==> src/rtl/dff_deser_pkg.sv <==
// Shared types and defaults for the q/q_bar word deserializer.
// Parity helper is used only when DESER_PARITY_EN is defined.
package dff_deser_pkg;

  typedef enum logic {
    IDLE = 1'b0,
    FILL = 1'b1
  } deser_state_e;

  localparam int DEF_WIDTH = 8;
  localparam int DEF_DEPTH = 2;
  localparam int DEF_CNT_W = 8;
  localparam int PAR_MAX_W = 64;

  // Even parity over a zero-extended word.
  function automatic logic even_parity(input logic [PAR_MAX_W-1:0] bits);
    return ^bits;
  endfunction

endpackage

==> src/rtl/dff_deser_fifo.sv <==
// Synchronous show-ahead FIFO holding assembled words (plus parity when enabled).
// Depth must be a power of two so the pointers wrap naturally.
module dff_deser_fifo
  import dff_deser_pkg::*;
#(
  parameter int DW    = DEF_WIDTH,
  parameter int DEPTH = DEF_DEPTH
) (
  input  logic          clk,
  input  logic          rst,
  input  logic          clear,
  input  logic          push,
  input  logic          pop,
  input  logic [DW-1:0] push_data,
  output logic [DW-1:0] head_data,
  output logic          full,
  output logic          empty
);

  localparam int PW = $clog2(DEPTH);
  localparam int CW = PW + 1;

  logic [DW-1:0] mem_r [DEPTH];
  logic [PW-1:0] rd_ptr_r;
  logic [PW-1:0] wr_ptr_r;
  logic [CW-1:0] count_r;
  logic          do_pop_s;
  logic          do_push_s;

  // A full FIFO still accepts a push when the head leaves on the same edge.
  assign do_pop_s  = pop && !empty;
  assign do_push_s = push && (!full || do_pop_s);

  // Storage, pointers and occupancy.
  always_ff @(posedge clk or negedge rst) begin
    if (!rst) begin
      for (int i = 0; i < DEPTH; i++) mem_r[i] <= {DW{1'b0}};
      rd_ptr_r <= {PW{1'b0}};
      wr_ptr_r <= {PW{1'b0}};
      count_r  <= {CW{1'b0}};
    end else if (clear) begin
      for (int i = 0; i < DEPTH; i++) mem_r[i] <= {DW{1'b0}};
      rd_ptr_r <= {PW{1'b0}};
      wr_ptr_r <= {PW{1'b0}};
      count_r  <= {CW{1'b0}};
    end else begin
      if (do_push_s) begin
        mem_r[wr_ptr_r] <= push_data;
        wr_ptr_r        <= wr_ptr_r + PW'(1);
      end
      if (do_pop_s) begin
        rd_ptr_r <= rd_ptr_r + PW'(1);
      end
      case ({do_push_s, do_pop_s})
        2'b10:   count_r <= count_r + CW'(1);
        2'b01:   count_r <= count_r - CW'(1);
        default: count_r <= count_r;
      endcase
    end
  end

  assign head_data = mem_r[rd_ptr_r];
  assign full      = (count_r == CW'(DEPTH));
  assign empty     = (count_r == {CW{1'b0}});

endmodule

==> src/rtl/dff_q_deserializer.sv <==
// Packs q samples LSB-first into WIDTH-bit words queued behind a valid/ready port.
// Optional DESER_PARITY_EN adds word_par (even parity of the head word).
module dff_q_deserializer
  import dff_deser_pkg::*;
#(
  parameter int WIDTH = DEF_WIDTH,
  parameter int DEPTH = DEF_DEPTH,
  parameter int CNT_W = DEF_CNT_W
) (
  input  logic                     clk,
  input  logic                     rst,
  input  logic                     clear,
  input  logic                     bit_en,
  input  logic                     q,
  input  logic                     q_bar,
  output logic [WIDTH-1:0]         word_data,
  output logic                     word_valid,
  input  logic                     word_ready,
  output logic [$clog2(WIDTH)-1:0] bit_cnt,
  output logic                     overflow,
  output logic [CNT_W-1:0]         drop_cnt,
`ifdef DESER_PARITY_EN
  output logic                     word_par,
`endif
  output logic                     comp_err
);

  localparam int BC_W = $clog2(WIDTH);
`ifdef DESER_PARITY_EN
  localparam int DW = WIDTH + 1;
`else
  localparam int DW = WIDTH;
`endif

  deser_state_e     state_r;
  logic [BC_W-1:0]  bit_cnt_r;
  logic [WIDTH-2:0] shift_r;
  logic             comp_err_r;
  logic             overflow_r;
  logic [CNT_W-1:0] drop_cnt_r;

  logic             complete_s;
  logic [WIDTH-1:0] word_s;
  logic             pop_s;
  logic             push_s;
  logic             drop_s;
  logic             full_s;
  logic             empty_s;
  logic [DW-1:0]    push_data_s;
  logic [DW-1:0]    head_s;

  // The incoming bit is the MSB of the finished word; earlier bits have shifted down.
  assign word_s     = {q, shift_r};
  assign complete_s = bit_en && (bit_cnt_r == BC_W'(WIDTH - 1));
  assign pop_s      = !empty_s && word_ready;
  assign push_s     = complete_s && (!full_s || pop_s);
  assign drop_s     = complete_s && full_s && !pop_s;

`ifdef DESER_PARITY_EN
  assign push_data_s = {even_parity(PAR_MAX_W'(word_s)), word_s};
  assign word_par    = head_s[WIDTH];
`else
  assign push_data_s = word_s;
`endif

  // Bit-collection FSM and shifter.
  always_ff @(posedge clk or negedge rst) begin
    if (!rst) begin
      state_r   <= IDLE;
      bit_cnt_r <= {BC_W{1'b0}};
      shift_r   <= {(WIDTH-1){1'b0}};
    end else if (clear) begin
      state_r   <= IDLE;
      bit_cnt_r <= {BC_W{1'b0}};
      shift_r   <= {(WIDTH-1){1'b0}};
    end else if (bit_en) begin
      shift_r <= word_s[WIDTH-1:1];
      case (state_r)
        IDLE: begin
          state_r   <= FILL;
          bit_cnt_r <= BC_W'(1);
        end
        FILL: begin
          if (complete_s) begin
            state_r   <= IDLE;
            bit_cnt_r <= {BC_W{1'b0}};
          end else begin
            state_r   <= FILL;
            bit_cnt_r <= bit_cnt_r + BC_W'(1);
          end
        end
        default: begin
          state_r   <= IDLE;
          bit_cnt_r <= {BC_W{1'b0}};
        end
      endcase
    end
  end

  // Sticky integrity/overflow flags and saturating drop counter.
  always_ff @(posedge clk or negedge rst) begin
    if (!rst) begin
      comp_err_r <= 1'b0;
      overflow_r <= 1'b0;
      drop_cnt_r <= {CNT_W{1'b0}};
    end else if (clear) begin
      comp_err_r <= 1'b0;
      overflow_r <= 1'b0;
      drop_cnt_r <= {CNT_W{1'b0}};
    end else begin
      if (bit_en && (q == q_bar)) begin
        comp_err_r <= 1'b1;
      end
      if (drop_s) begin
        overflow_r <= 1'b1;
        if (drop_cnt_r != {CNT_W{1'b1}}) begin
          drop_cnt_r <= drop_cnt_r + CNT_W'(1);
        end
      end
    end
  end

  dff_deser_fifo #(
    .DW    (DW),
    .DEPTH (DEPTH)
  ) u_fifo (
    .clk       (clk),
    .rst       (rst),
    .clear     (clear),
    .push      (push_s),
    .pop       (pop_s),
    .push_data (push_data_s),
    .head_data (head_s),
    .full      (full_s),
    .empty     (empty_s)
  );

  assign word_data  = head_s[WIDTH-1:0];
  assign word_valid = !empty_s;
  assign bit_cnt    = bit_cnt_r;
  assign overflow   = overflow_r;
  assign drop_cnt   = drop_cnt_r;
  assign comp_err   = comp_err_r;

endmodule

==> config.mk <==
export PLATFORM = sky130hd
export DESIGN_NAME = dff_q_deserializer
export DESIGN_NICKNAME = d
export VERILOG_FILES = /design/src/rtl/dff_deser_pkg.sv /design/src/rtl/dff_deser_fifo.sv /design/src/rtl/dff_q_deserializer.sv
export SDC_FILE = /design/constraint.sdc
export NUM_CORES = 1
export LEC_CHECK = 0
export BUFFER_PORTS_ARGS = -buffer_cell sky130_fd_sc_hd__buf_2
export CORE_ASPECT_RATIO = 0.9
export CORE_UTILIZATION = 61
export DETAILED_ROUTE_END_ITERATION = 10
export MAX_ROUTING_LAYER = met4
export PLACE_DENSITY = 0.91
export SLEW_MARGIN = 20
export SYNTH_ARGS = -nofsm -noshare
export SYNTH_HDL_FRONTEND = slang
export SYNTH_SLANG_ARGS = --single-unit
export TNS_END_PERCENT = 100
==> constraint.sdc <==
create_clock -name clk -period 4 [get_ports clk]
set_input_delay 0.8 -clock clk [delete_from_list [all_inputs] [get_ports clk]]
set_output_delay 0.8 -clock clk [all_outputs]
set_load 0.05 [all_outputs]
# After elaboration in Yosys (flattened, before gate mapping)
# Cells that the tools add are included.
# totals
regBits	41
out_inout_bits	22
in_bits	7
word_cells	83
# op_classes
n_lt_le_gt_ge	3
bitwise	3
mux	31
reduce_logical	23
add_sub_neg	6
n_eq_ne	6
# ops
cell	count
$mux 8	7
$mux 16	2
$bwmux 16	1
$mux 7	2
$reduce_bool 2->1	6
$mux 1	11
$logic_and 1x1->1	9
$mux 3	3
$add 8x1->8 const B	1
$demux 8 s1	1
$ne 8x8->1 const B	1
$pmux 3 s2	1
$eq 2x2->1 const B	2
$ge 2x2->1 const B	2
$not 1->2	2
$pmux 2 s2	1
$add 3x1->3 const B	1
$eq 3x3->1 const B	1
$logic_not 1->1	3
$reduce_bool 3->1	1
$add 1x1->1 const B	2
$add 2x1->2 const B	1
$eq 2x1->1 const B	1
$logic_not 2->1	1
other kinds (8)	9

# Depth between registers and ports, before layout
# depth
word_depth	9
ltp_mapped	6

# Hierarchy
# A second synthesis with hierarchy kept.
# unflattened
cells_unflattened	172
hier_area_um2	2014.4
# by_module_without_submodules
mod	area_per_inst_um2	cells_each	seq_area_each_um2	n_inst
dff_q_deserializer	1077.3	101	525.5	1
dff_deser_fifo	937.1	71	500.5	1

# Worst setup path before layout
# OpenSTA, ideal clock, no wires.
# synth_path
path_kind	in2reg
start	input port word_ready
end	register drop_cnt_r[0], in the netlist drop_cnt[0]
t_arrival_ns	1.899
n_path_buf	1
path_slack_ns	1.976
cell_stages	4
setup_ns	0.125
cell_sequence	buf_2 or3b_4 a211oi_4 mux2_4
# synth_via
elab_chain_len	5
# synth_rtl
element	line	source
start, declared	dff_q_deserializer.sv:18	input logic word_ready,
$logic_and 1x1->1	dff_q_deserializer.sv:55	assign pop_s = !empty_s && word_ready;
$logic_not 1->1	dff_q_deserializer.sv:57	assign drop_s = complete_s && full_s && !pop_s;
$logic_and 1x1->1	dff_q_deserializer.sv:57	
$reduce_bool 2->1 (no source line)	-	
$reduce_and 2->1 (no source line)	-	
end signal, assigned	dff_q_deserializer.sv:105	drop_cnt_r <= {CNT_W{1'b0}};
end signal, assigned	dff_q_deserializer.sv:109	drop_cnt_r <= {CNT_W{1'b0}};
end signal, assigned	dff_q_deserializer.sv:117	drop_cnt_r <= drop_cnt_r + CNT_W'(1);
end, declared	dff_q_deserializer.sv:40	logic [CNT_W-1:0] drop_cnt_r;
# Every way passes these cells.
# A chain may end at the register's enable or synchronous reset.

# Worst setup path in the final report
# layout_path
start	register u_fifo.rd_ptr_r
end	output port word_data[6]
# layout_via
elab_chain_len	4
# layout_rtl
element	line	source
start, declared	dff_deser_fifo.sv:24	logic [PW-1:0] rd_ptr_r;
start signal, assigned	dff_deser_fifo.sv:38	rd_ptr_r <= {PW{1'b0}};
start signal, assigned	dff_deser_fifo.sv:43	rd_ptr_r <= {PW{1'b0}};
start signal, assigned	dff_deser_fifo.sv:52	rd_ptr_r <= rd_ptr_r + PW'(1);
$not 1->2 (implied by the code)	dff_deser_fifo.sv:62	assign head_data = mem_r[rd_ptr_r];
$mux 8 (implied by the code) (3 in series)	dff_deser_fifo.sv:62	
end, declared	dff_q_deserializer.sv:16	output logic [WIDTH-1:0] word_data,
# Every way passes these cells. The select of a mux whose other input is x is not followed.

==> metrics.txt <==
grt ovf=0; Netlist cell types=41; Fin. Hold Viols=0; placed insts=254; global placement routability congestion=0.782; first-pass GRT wire length=6840 um; asr flop ratio synth=100%; post-synthesis cell area=2160 sq um; ant diodes=0; num rows=20; Clk pwr share=34.4%; TritonCTS clock tree=yes; met1 WL=1940 um; VDD IR-drop max=0.000262 V; HP Class=reg -> reg; Sink Count=41; GRT Overall Usage=25.1%; PD cells=301 nW/um^2; IO Port Bufs=28; Core ar.=3380 sq um; Die ar.=3780 sq um; Comb pwr share=6.3%; I/O pin total=29; P_int=0.000547 W; WL met3=189 um; syn nets=206; DR DRC count=0; vias in the first global route=1418; DRT Pass-1 Iters=4; RSZ-0062 raised after global routing=false; Syn-to-layout area delta=9.32%; Relative slew margins=41.3%; Pleak=1.14 nW; Post-Route WL=4040 um; vias per inst=5.91; dominant cells by area after synthesis=dfrtp_1 47%, mux2i_1 12%, nand2b_1 8.1%; Arrival @ worst endpoint=1.47 ns; Max Clock Freq=440 MHz; largest net degree at the start of global routing=52; final instance area=2360 sq um; startpoint class of the critical path=flop; dpl hpwl=2690 um; antenna-violating nets left=0; Vert. Die Dim=58.5 um; initial antenna violation count=0; Max Slew Vio Count=0; met2 routed WL=1850 um; H-tree depth=2; fraction of layout cells with a size suffix above 1=23.1%; post-layout min period=2.27 ns; Yosys top cell area share=47.5%; dpl cell area=2290 sq um; Synthesis Warnings=0; worst endpoint required time=3.20 ns; worst-path fanout max=9; outcome=complete, no violations; Setup violations, final=0; CTS Hold Bufs=0; fill count=260; Chip Width=64.7 um; Initial Utilization=64.0%; critical path class=reg -> out; final core occ=69.9%; Clock Skew=0.00650 ns; Final TNS setup=0 ns; Post-synth EDFFs=0; Avg Synthesized Cell Area=11.0 sq um; Top FF cell, synth=dfrtp_1; Top Layer Used=met4; deepest clock path buffer count=2; Post-Syn Instances=196; period utilization=56.8%; Worst Setup End Kind=output pin; Final WS setup=1.73 ns; vias=1536; Setup Buffers After CTS=0; Layout Cells excl Fill=260; post-CTS sizing=0; Iter 0 DRT Violations=119; P_sw=0.000164 W; Yosys top cell by area=dfrtp_1; post-placement setup slack=1.59 ns; Clk Latency, worst-skew pair=0.29 ns; Sw Ratio=23.1%; CTS root buffer=clkbuf_8; register area share after synthesis=47.5%; Synth Register Bits=41; Flop pwr share=59.3%; max-cap violation count=0; drt wl/cell=15.5 um; Reg clk slew, reported paths=0.07 ns; TritonCTS buffer count=5; Final nets=227; Slew @ Worst Pin=0.881 ns
area by class of cell:
| cell class | instances | area, sq um | area share (%) |
|---|---|---|---|
| clock inverter | 1 | 5.00 | 0.212 |
| sequential | 41 | 1030 | 43.4 |
| timing repair buffer | 30 | 155 | 6.57 |
| multi-input combinational | 139 | 1050 | 44.5 |
| clock buffer | 5 | 68.8 | 2.91 |
| tap | 44 | 55.1 | 2.33 |
logic make-up (layout without fill, tap and decap cells):
group | Yosys count | in the layout | synth area share, %
compound gates | 30 | 30 | 10.2
xor+xnor | 2 | 2 | 0.811
fa+ha+maj | 3 | 3 | 1.74
buf+inv | 16 | 36 | 3.82
flops | 41 | 41 | 47.5
mux | 34 | 34 | 16.4
simple gates | 70 | 70 | 19.5
cell usage in the layout, fill, tap and decap left out, drive strengths merged:
cell type  count
dfrtp         41
buf           30
nand2b        28
mux2i         25
nor2          13
mux2           9
and4           5
a31oi          5
a21oi          5
clkbuf         5
o21ai          4
a211oi         4
nand2          3
a41oi          3
a311oi         3
nand3          3
nor3           3
ha             3
and3           2
nor3b          2
nor2b          2
nand4b         2
or2            1
or3b           1
a21bo          1
a21o           1
o21a           1
or3            1
xnor2          1
a21boi         1
o21ba          1
nor4           1
xor2           1
o211ai         1
nand4bb        1
nand4          1
and2           1
clkinv         1
per-stage QoR:
stage	hold WS (ns)	total power [W]
after global routing	0.526	0.000740
after detailed placement	0.485	0.000475
after floorplan	0.487	0.000458
after global placement	0.482	0.000475
final	0.495	0.000711
after CTS	0.503	0.000717
power by group through the flow:
stage	Combinational [W]	Sequential, W	Clock [W]
global route	0.0000503	0.000422	0.000269
global placement	0.0000456	0.000429	0
CTS	0.0000458	0.000421	0.000249
floorplan	0.0000227	0.000435	0
detailed placement	0.0000455	0.000429	0
finish	0.0000451	0.000421	0.000244
synth_stat cells, drive strengths merged, types with 2 or more instances:
cell type / count
nand2: 3
clkbuf: 7
a21oi: 5
ha: 3
a41oi: 3
a311oi: 3
dfrtp: 41
nor2: 13
buf: 9
mux2i: 25
nor3b: 2
nand2b: 28
nor3: 3
and3: 2
mux2: 9
nor2b: 2
and4: 5
a211oi: 4
nand3: 3
a31oi: 5
o21ai: 4
nand4b: 2
critical path, cell delays in order, from the launching register on:
cell and delay, ns:
dfrtp_1 0.58, mux2_2 0.39, buf_2 0.21
per-layer routing:
| layer | up-vias | track usage, % |
|---|---|---|
| li1 | 739 | - |
| met1 | 754 | 33.9 |
| met2 | 37 | 35.4 |
| met3 | 6 | 8.33 |
| met4 | 0 | 8.57 |
| met5 | - | - |
sequential cells by signal, indices dropped and copies added, names as in the netlist:
register,cells
u_fifo.count_r,2
u_fifo.wr_ptr_r,1
state_r,1
u_fifo.mem_r,16
overflow,1
u_fifo.rd_ptr_r,1
bit_cnt,3
shift_r,7
drop_cnt,8
comp_err,1
final timing paths:
path	start	cells past startpoint	end	slack (ns)
min	comp_err$_DFFE_PN0P_	2	comp_err$_DFFE_PN0P_	0.49
max	u_fifo.rd_ptr_r$_DFFE_PN0P_	2	word_data[6]	1.73
min in group asynchronous	rst	1	drop_cnt[3]$_DFFE_PN0P_	0.62
min reg2reg	comp_err$_DFFE_PN0P_	2	comp_err$_DFFE_PN0P_	0.49
max in group asynchronous	rst	1	drop_cnt[7]$_DFFE_PN0P_	2.82
max reg2reg	bit_cnt[0]$_DFFE_PN0P_	5	u_fifo.mem_r[9]$_DFFE_PN0P_	1.88
Power figures use the tool's default switching activity.
